<file path="src/rtl/serial_adder.sv">
// Bit-serial LSB-first adder: one full-adder cell (two half adders + OR) and a
// carry flop process one operand bit per clock behind a start/busy/done handshake.

module half_adder (
  input  logic x_i,
  input  logic y_i,
  output logic s_o,
  output logic c_o
);
  assign s_o = x_i ^ y_i;
  assign c_o = x_i & y_i;
endmodule

module serial_adder #(
  parameter int WIDTH = 8
) (
  input  logic             clk,
  input  logic             rst,
  input  logic             start,
  input  logic [WIDTH-1:0] a,
  input  logic [WIDTH-1:0] b,
  input  logic             cin,
  output logic [WIDTH-1:0] sum,
  output logic             cout,
  output logic             busy,
  output logic             done
);

  localparam int CW = ($clog2(WIDTH) > 1) ? $clog2(WIDTH) : 1;
  localparam logic [CW-1:0] LAST = CW'(WIDTH - 1);

  typedef enum logic [1:0] {IDLE, RUN, DONE} state_e;

  state_e           state_q;
  logic [WIDTH-1:0] a_sr_q, b_sr_q, s_sr_q, sum_q;
  logic             carry_q, cout_q;
  logic [CW-1:0]    cnt_q;

  logic ha0_s, ha0_c, ha1_c, bit_s, bit_c;

  // Full adder: first half adder combines the operand bits, second adds the carry.
  half_adder u_ha0 (.x_i(a_sr_q[0]), .y_i(b_sr_q[0]), .s_o(ha0_s), .c_o(ha0_c));
  half_adder u_ha1 (.x_i(ha0_s),     .y_i(carry_q),   .s_o(bit_s), .c_o(ha1_c));
  assign bit_c = ha0_c | ha1_c;

  // NOTE: sequential state uses non-blocking assignments so every register
  // samples pre-edge values; the shift chains depend on that ordering.
  always_ff @(posedge clk) begin
    if (rst) begin
      // NOTE: the datapath registers are plain flops, not memory, so clearing
      // them here is cheap and keeps aborted operations from leaking state.
      state_q <= IDLE;
      a_sr_q  <= '0;
      b_sr_q  <= '0;
      s_sr_q  <= '0;
      sum_q   <= '0;
      cout_q  <= 1'b0;
      carry_q <= 1'b0;
      cnt_q   <= '0;
    end else begin
      case (state_q)
        IDLE, DONE: begin
          if (start) begin
            a_sr_q  <= a;
            b_sr_q  <= b;
            carry_q <= cin;
            cnt_q   <= '0;
            state_q <= RUN;
          end else begin
            state_q <= IDLE;
          end
        end
        RUN: begin
          a_sr_q  <= a_sr_q >> 1;
          b_sr_q  <= b_sr_q >> 1;
          s_sr_q  <= {bit_s, s_sr_q[WIDTH-1:1]};
          carry_q <= bit_c;
          if (cnt_q == LAST) begin
            sum_q   <= {bit_s, s_sr_q[WIDTH-1:1]};
            cout_q  <= bit_c;
            state_q <= DONE;
          end else begin
            cnt_q <= cnt_q + 1'b1;
          end
        end
        default: state_q <= IDLE;
      endcase
    end
  end

  assign sum  = sum_q;
  assign cout = cout_q;
  assign busy = (state_q == RUN);
  assign done = (state_q == DONE);

endmodule
</file>
<file path="config.mk">
export PLATFORM = sky130hd
export DESIGN_NAME = serial_adder
export DESIGN_NICKNAME = d
export VERILOG_FILES = /design/src/rtl/serial_adder.sv
export SDC_FILE = /design/constraint.sdc
export NUM_CORES = 1
export LEC_CHECK = 0
export ABC_AREA = 1
export CORE_ASPECT_RATIO = 2
export CORE_MARGIN = 5
export CORE_UTILIZATION = 53
export CTS_BUF_LIST = sky130_fd_sc_hd__clkbuf_4 sky130_fd_sc_hd__clkbuf_8
export DETAILED_ROUTE_END_ITERATION = 10
export MAX_ROUTING_LAYER = met4
export PLACE_DENSITY = 0.89
export SKIP_CTS_REPAIR_TIMING = 1
export SLEW_MARGIN = 30
export SYNTH_ARGS = -nofsm -noshare
export SYNTH_HDL_FRONTEND = slang
export SYNTH_SLANG_ARGS = --single-unit
</file>
<file path="constraint.sdc">
create_clock -name clk -period 1.6 [get_ports clk]
set_clock_uncertainty 0.05 [all_clocks]
set_input_delay 0.24 -clock clk [delete_from_list [all_inputs] [get_ports clk]]
set_output_delay 0.24 -clock clk [all_outputs]
set_load 0.1 [all_outputs]
</file>
==> run summary, run 1 <==
In this run the number of H-tree levels came out at 2. The total number of placement rows is 29. The global placement routability congestion is 0.819. The worst stage delay on the critical path came out at 0.42 ns. The post-synthesis register bit count came out at 38. The total congestion overflow came out at 0. In this run the clock root is driven by a clkbuf_8.

The power density over cell area came out at 950 nW/um^2. The final critical-path share of the clock period came out at 94.7%. The horizontal extent of the die is 49.8 um. Together, buffers and inverters on the worst path number 2. The clock drives 38 sinks. The setup TNS after final layout came out at 0 ns.

TritonCTS built the clock tree. The layout net count is 275. The count of buffers added on input and output ports is 30. The final number of setup-violating endpoints is 0.

The number of nets in the synthesized netlist is 245. After detailed routing, the number of vias per cell comes to 5.30. The category of the critical setup timing path is reg -> out. The via count of the first global-routing pass is 1362. The total die area came out at 4460 sq um. The kind of start point of the critical path is a register. Among all stages on the critical path, the largest delay is contributed by dfxtp_1.

The number of synthesized flops with an enable pin came out at 0. The fraction of synthesized cell area taken by the top area cell type is 45.3%. At the pin with the least slew margin, the transition time is 0.352 ns. Of the total synthesized cell area, the portion taken by full adders, half adders and majority gates is 2.68%. Measured against its own limit, the worst slew margin works out to 76.5%. Based on the critical path, the design can be clocked at up to 660 MHz. The basic-gate share of the synthesized area counting and, or, nand and nor cells came out at 33.3%. The placed instances occupy a cell area of 2080 sq um. The number of library cell types mapped by synthesis came out at 20. For the finished layout, the period the worst path requires is 1.52 ns.

The number of antenna diodes in the final layout is 0. The estimated wirelength of the detail-placed design came out at 2540 um. The summed area of non-filler cells in the final layout came out at 2170 sq um. The residual DRC count is 0. The initial cell density of the core came out at 53.8%. The wire length of the first global-routing pass came out at 6180 um.

The gate count after technology mapping came out at 222. The compound-gate portion of the synthesized area came out at 6.86%. The main flop type after synthesis is dfxtp_1. The detailed router placed 1506 vias in this run.

Setup repair after global routing left no endpoint under its margin. The relative area change from synthesis to final layout came out at 29.4%. The worst hold path belongs to the class reg -> reg.

In this design, the largest share of critical-path delay is due to flip-flops. The number of placed I/O pins came out at 31. dfxtp_1 takes more of the synthesized area than any other cell.

The clock insertion delay at the later pin of the skew report is 0.29 ns. The total wire length came out at 3550 um. The pin count of the biggest net entering global routing came out at 38. The maximum buffer depth of the clock tree came out at 2. After synthesis, the share of flip-flops with an asynchronous set or reset is 0%.

The number of buffers created by CTS came out at 5. The die outline height came out at 89.6 um. The leakage power summed over all cells came out at 0.964 nW.

In the post-synthesis netlist, the biggest area contributors are dfxtp_1, nand3_1, nor2_1, inv_1, nand2_1. The cell area after technology mapping is 1680 sq um. The detailed router's first-iteration violation count is 45. The total count of max-transition violations in the final report came out at 0. The peak supply drop is 0.796 mV. By count the netlist is led by nor2_1, dfxtp_1, nand3_1. The clock transition at the registers of the reported paths came out at 0.07 ns. The most common cell in the synthesized netlist is nor2_1. Traced cell by cell, the critical path runs through nand2_2 -> inv_4 -> buf_12. The post-synthesis share of cell area spent on xor and xnor gates came out at 0%. The worst hold margin is 0.427 ns. The sequential area share after synthesis is 45.3%. Data on the critical path arrives at its endpoint at 1.23 ns. Before antenna repair, the detailed router went through 4 iterations. The initial antenna violation count is 0. The run finished with clean final reports. The number of failing hold endpoints at the final stage came out at 0.

The remaining number of nets flagged by the antenna check after routing is 0. The layout cell share with drive strength beyond 1 is 12.3%. After detailed routing, the average wire length per cell comes to 12.5 um. The tool flagged a number of max-cap violations equal to 0. In this run the worst path has a maximum fanout of 8. The count of warnings emitted by yosys is 0. The synthesized area divided by synthesized cell count is 7.56 sq um. After floorplanning, the core was sized to cover 3120 sq um.

The final core utilization came out at 69.6%. By area, the combinational part of the netlist is dominated by simple AND/OR/NAND/NOR gates. The multiplexer area fraction after synthesis came out at 0%. STA classifies the critical path endpoint as an output pin.

The data required time at the worst endpoint is 1.31 ns. The global-route usage over all layers came out at 18.5%.
==> cell families after synthesis <==
group / after synthesis
and+or+nand+nor: 121
DFF: 38
buffers and inverters: 37
AOI/OAI and AO/OA: 23
adders and majority gates: 3
==> cell type report <==
cell class / instances / area (sq um)
Multi-Input combinational cell: 147 / 722
Timing Repair Buffer: 35 / 460
Fill cell: 232 / 947
Clock buffer: 6 / 82.6
Sequential cell: 38 / 761
Tap cell: 31 / 38.8
Inverter: 25 / 96.3
Clock inverter: 2 / 12.5
==> placed cells by master, fill, tap and decap left out, types with 4 or more instances in the layout <==
cell              n
a21oi_1           8
buf_12           12
buf_4             4
clkbuf_8          6
clkdlybuf4s50_1  19
dfxtp_1          38
inv_1            24
nand2_1          23
nand3_1          35
nor2_1           39
nor3_1           15
o21ai_0          14
==> flip-flops by register name, summed over array words and instances, names as in the netlist <==
register / flops
a_sr_q: 8
cnt_q: 3
s_sr_q: 7
cout: 1
carry_q: 1
state_q: 2
sum: 8
b_sr_q: 8
==> stage by stage <==
step | instances | worst slack, ns | power (mW)
2_1_floorplan | 222 | 0.175 | 1.31
3_3_place_gp | 276 | 0.160 | 1.40
3_5_place_dp | 276 | 0.106 | 1.41
4_1_cts | 284 | 0.00159 | 2.09
5_1_grt | 284 | 0.0212 | 2.19
6_report | 284 | 0.0847 | 2.06
==> final timing paths <==
| kind | from | to | slack [ns] | cells past startpoint |
|---|---|---|---|---|
| worst min register to register | s_sr_q[2]$_SDFFE_PP0N_ | s_sr_q[2]$_SDFFE_PP0N_ | 0.43 | 2 |
| worst min-delay path | s_sr_q[2]$_SDFFE_PP0N_ | s_sr_q[2]$_SDFFE_PP0N_ | 0.43 | 2 |
| worst max-delay path | state_q[0]$_SDFFE_PP0P_ | busy | 0.08 | 3 |
| worst max register to register | cnt_q[0]$_SDFFE_PP0P_ | cnt_q[0]$_SDFFE_PP0P_ | 0.12 | 6 |
==> where the power goes <==
part	internal (mW)	switching, mW	leakage, nW
clock	0.346	0.328	0.0472
combinational	0.149	0.199	0.604
sequential	1.01	0.0306	0.312
==> routing by layer <==
layer | up-vias | wire length, um | global-route usage [%]
met2 | 42 | 1860 | 29.2
li1 | 774 | - | -
met3 | 9 | 199 | 6.61
met1 | 681 | 1390 | 19.7
met4 | 0 | 91 | 10.7
met5 | - | 0 | -
==> worst register-to-register path, stage by stage (launching register included) <==
cell and delay, ns:
dfxtp_1 0.32, ha_1 0.20, ha_1 0.22, inv_1 0.17, nand3_1 0.19, a21oi_1 0.19, nor2_1 0.06
No activity file was read; power rests on OpenSTA's default activity.
==> run 2: changes to the inputs <==
==> constraint.sdc (replaced) <==
create_clock -name clk -period 1.7 [get_ports clk]
set_clock_uncertainty 0.05 [all_clocks]
set_input_delay 0.255 -clock clk [delete_from_list [all_inputs] [get_ports clk]]
set_output_delay 0.255 -clock clk [all_outputs]
set_load 0.02 [all_outputs]
==> run summary, run 2 (same netlist as run 1, synthesis figures left out) <==
The remaining number of nets flagged by the antenna check after routing was 0 (unchanged). The worst stage delay on the critical path came to 0.31 ns (was 0.42 ns). The total number of placement rows came out at 29 (unchanged).

The slew at the pin with the worst max-slew slack is 0.357 ns (was 0.352 ns). The worst slew slack as a fraction of its limit is 76.2% (was 76.5%). The kind of start point of the critical path was a register (unchanged). The detailed router's first-iteration violation count came to 34 (was 45). The via count of the first global-routing pass is 1398 (was 1362).

The total die area came out at 4460 sq um (unchanged). The number of buffers created by CTS is 5 (unchanged). The layout net count came out at 275 (unchanged). The number of cells in the finished layout apart from fillers came out at 284 (unchanged). The count of max-cap constraint violations is 0 (unchanged). The worst hold path class is reg -> reg (unchanged).

The leading cell type in the layout, fill and taps excluded is nor2_1 (unchanged). The via-per-instance ratio came to 5.26 (was 5.30). The final antenna diode count is 0 (unchanged). The initial cell density of the core came out at 53.8% (unchanged).

The final number of setup-violating endpoints came out at 0 (unchanged). The final critical-path share of the clock period came out at 90.8%. The layout cell share with drive strength beyond 1 is 7.51% (was 12.3%). The peak supply drop was 0.676 mV (was 0.796 mV). The number of placed I/O pins was 31 (unchanged). The global placement routability congestion is 0.833 (was 0.819). The core footprint came out at 3120 sq um (unchanged). The number of levels the H-tree was split into is 2 (unchanged). The category of the critical setup timing path is reg -> reg (was reg -> out). The net switching power of the design is 0.505 mW (was 0.557 mW). The final core utilization is 65.7% (was 69.6%). The clock insertion delay at the later pin of the skew report is 0.29 ns (about the same). The clock tree root driver cell is clkbuf_8 (unchanged). The power density over cell area is 941 nW/um^2 (was 950 nW/um^2).

The via count came out at 1494 (was 1506). RSZ-0062 raised after global routing: false (unchanged). The portion of total power attributed to combinational logic was 15.6% (was 16.8%).

The wire length of the first global-routing pass is 6140 um (was 6180 um). The estimated wirelength of the detail-placed design is 2420 um (was 2540 um). The clock transition at the registers of the reported paths was 0.07 ns (about the same). The global-route usage over all layers came to 18.0% (was 18.5%).

Cell-by-cell trace of the critical path: ha_1 -> ha_1 -> inv_1 -> nand3_1 -> a21oi_1 -> nor2_1 (was nand2_2 -> inv_4 -> buf_12). The relative area change from synthesis to final layout came out at 22.1% (was 29.4%). The net switching fraction of the power came out at 26.2% (was 27.0%).

The pin count of the biggest net entering global routing is 38 (unchanged). The summed area of non-filler cells in the final layout came out at 2050 sq um (was 2170 sq um). The residual DRC count was 0 (unchanged). The cell-internal power is 1.43 mW (was 1.51 mW). The total count of max-transition violations in the final report came to 0 (unchanged). The placed cell area came out at 1950 sq um (was 2080 sq um). The total congestion overflow came to 0 (unchanged).

The most frequent cell on the critical path is ha_1. The total wire length came out at 3530 um (was 3550 um). The part of the power in registers is 50.9% (was 50.5%). The maximum buffer depth of the clock tree was 2 (unchanged). The leakage power summed over all cells is 0.945 nW (was 0.964 nW).

The die outline height came out at 89.6 um (unchanged). The count of fill cells added during filler insertion is 259 (was 232). The horizontal extent of the die came out at 49.8 um (unchanged). The final period demand of the worst path is 1.54 ns. The capturing element type of the critical path is a register (was output pin). The number of failing hold endpoints at the final stage is 0 (unchanged).

The arrival time of data at the critical path endpoint came out at 1.67 ns (was 1.23 ns). The part of the total power dissipated in the clock network came out at 33.6% (was 32.7%). The critical-path cell with the highest stage delay is dfxtp_1 (unchanged).

Timing would allow up to 648 MHz. Status: finished, final reports clean (unchanged). The initial antenna violation count is 0 (unchanged). The TritonCTS clock tree is built (unchanged).

Most used cells in the layout excluding fill and tap cells: nor2_1, dfxtp_1, nand3_1 (unchanged). The maximum fanout along the worst path is 5 (was 8). The first-pass iteration count of the detailed router was 4 (unchanged). The average detailed-routed wire length per instance is 12.4 um (was 12.5 um). The data required time at the worst endpoint came to 1.83 ns (was 1.31 ns). The total instance count after detailed placement is 276 (unchanged). The quantity of I/O buffers inserted on ports is 30 (unchanged). The total number of clock tree sinks came to 38 (unchanged).
==> run 2: final timing paths <==
kind | startpoint | to | slack, ns | cells after the start
max | cnt_q[0]$_SDFFE_PP0P_ | cnt_q[0]$_SDFFE_PP0P_ | 0.16 | 6
min reg2reg | s_sr_q[4]$_SDFFE_PP0N_ | s_sr_q[4]$_SDFFE_PP0N_ | 0.42 | 2
min | s_sr_q[4]$_SDFFE_PP0N_ | s_sr_q[4]$_SDFFE_PP0N_ | 0.42 | 2
max reg2reg | cnt_q[0]$_SDFFE_PP0P_ | cnt_q[0]$_SDFFE_PP0P_ | 0.16 | 6
==> run 2: area by class of cell <==
type | instances | area [sq um] | share of cell area (%)
clock inverter | 1 | 5.00 | 0.244
timing repair buffer | 35 | 343 | 16.7
tap | 31 | 38.8 | 1.89
sequential | 38 | 761 | 37.1
multi-input combinational | 147 | 719 | 35.1
clock buffer | 7 | 90.1 | 4.39
inverter | 25 | 93.8 | 4.58
==> run 2: per-stage QoR <==
stage / TNS, ns / hold WS [ns] / total power, mW / setup WS, ns
4_1_cts: -0.0760 / 0.424 / 1.95 / -0.0629
3_3_place_gp: 0 / 0.406 / 1.29 / 0.251
2_1_floorplan: 0 / 0.274 / 1.22 / 0.346
6_report: 0 / 0.422 / 1.93 / 0.156
5_1_grt: 0 / 0.454 / 2.04 / 0.0194
3_5_place_dp: 0 / 0.414 / 1.30 / 0.195
==> run 2: layer usage <==
metal  wire [um]  share of wire [%]  vias up  GRT usage, %
li1            -                  -      768             -
met1        1440                 41      678          19.6
met2        1800                 51       35          28.4
met3         168                4.8       13          5.62
met4         128                3.6        0          10.5
met5           0                  0        -             -
==> run 2: worst max-delay path: cells and delay by family (launching register included) <==
kind / cells / cell delay, ns
adder cells (fa/ha/maj): 2 / 0.43
flip-flops: 1 / 0.31
AND/OR/NAND/NOR: 2 / 0.26
buffers and inverters: 1 / 0.19
AO/OA/AOI/OAI: 1 / 0.19
==> run 2: power by group through the flow <==
stage	registers, mW	clock network, mW	logic (mW)
CTS	0.982	0.661	0.304
floorplan	0.993	0	0.231
global route	0.989	0.709	0.341
global placement	0.999	0	0.294
finish	0.982	0.648	0.300
detailed placement	1.00	0	0.300
==> run 3: changes to the inputs <==
--- a/config.mk
+++ b/config.mk
@@ -10,7 +10,9 @@
 export CORE_MARGIN = 5
 export CORE_UTILIZATION = 53
 export CTS_BUF_LIST = sky130_fd_sc_hd__clkbuf_4 sky130_fd_sc_hd__clkbuf_8
+export CTS_CLUSTER_SIZE = 10
 export DETAILED_ROUTE_END_ITERATION = 10
+export GPL_TIMING_DRIVEN = 1
 export MAX_ROUTING_LAYER = met4
 export PLACE_DENSITY = 0.89
 export SKIP_CTS_REPAIR_TIMING = 1
==> results of run 3 <==
Same layout as run 2: the final DEF is identical, and so are final timing and power.
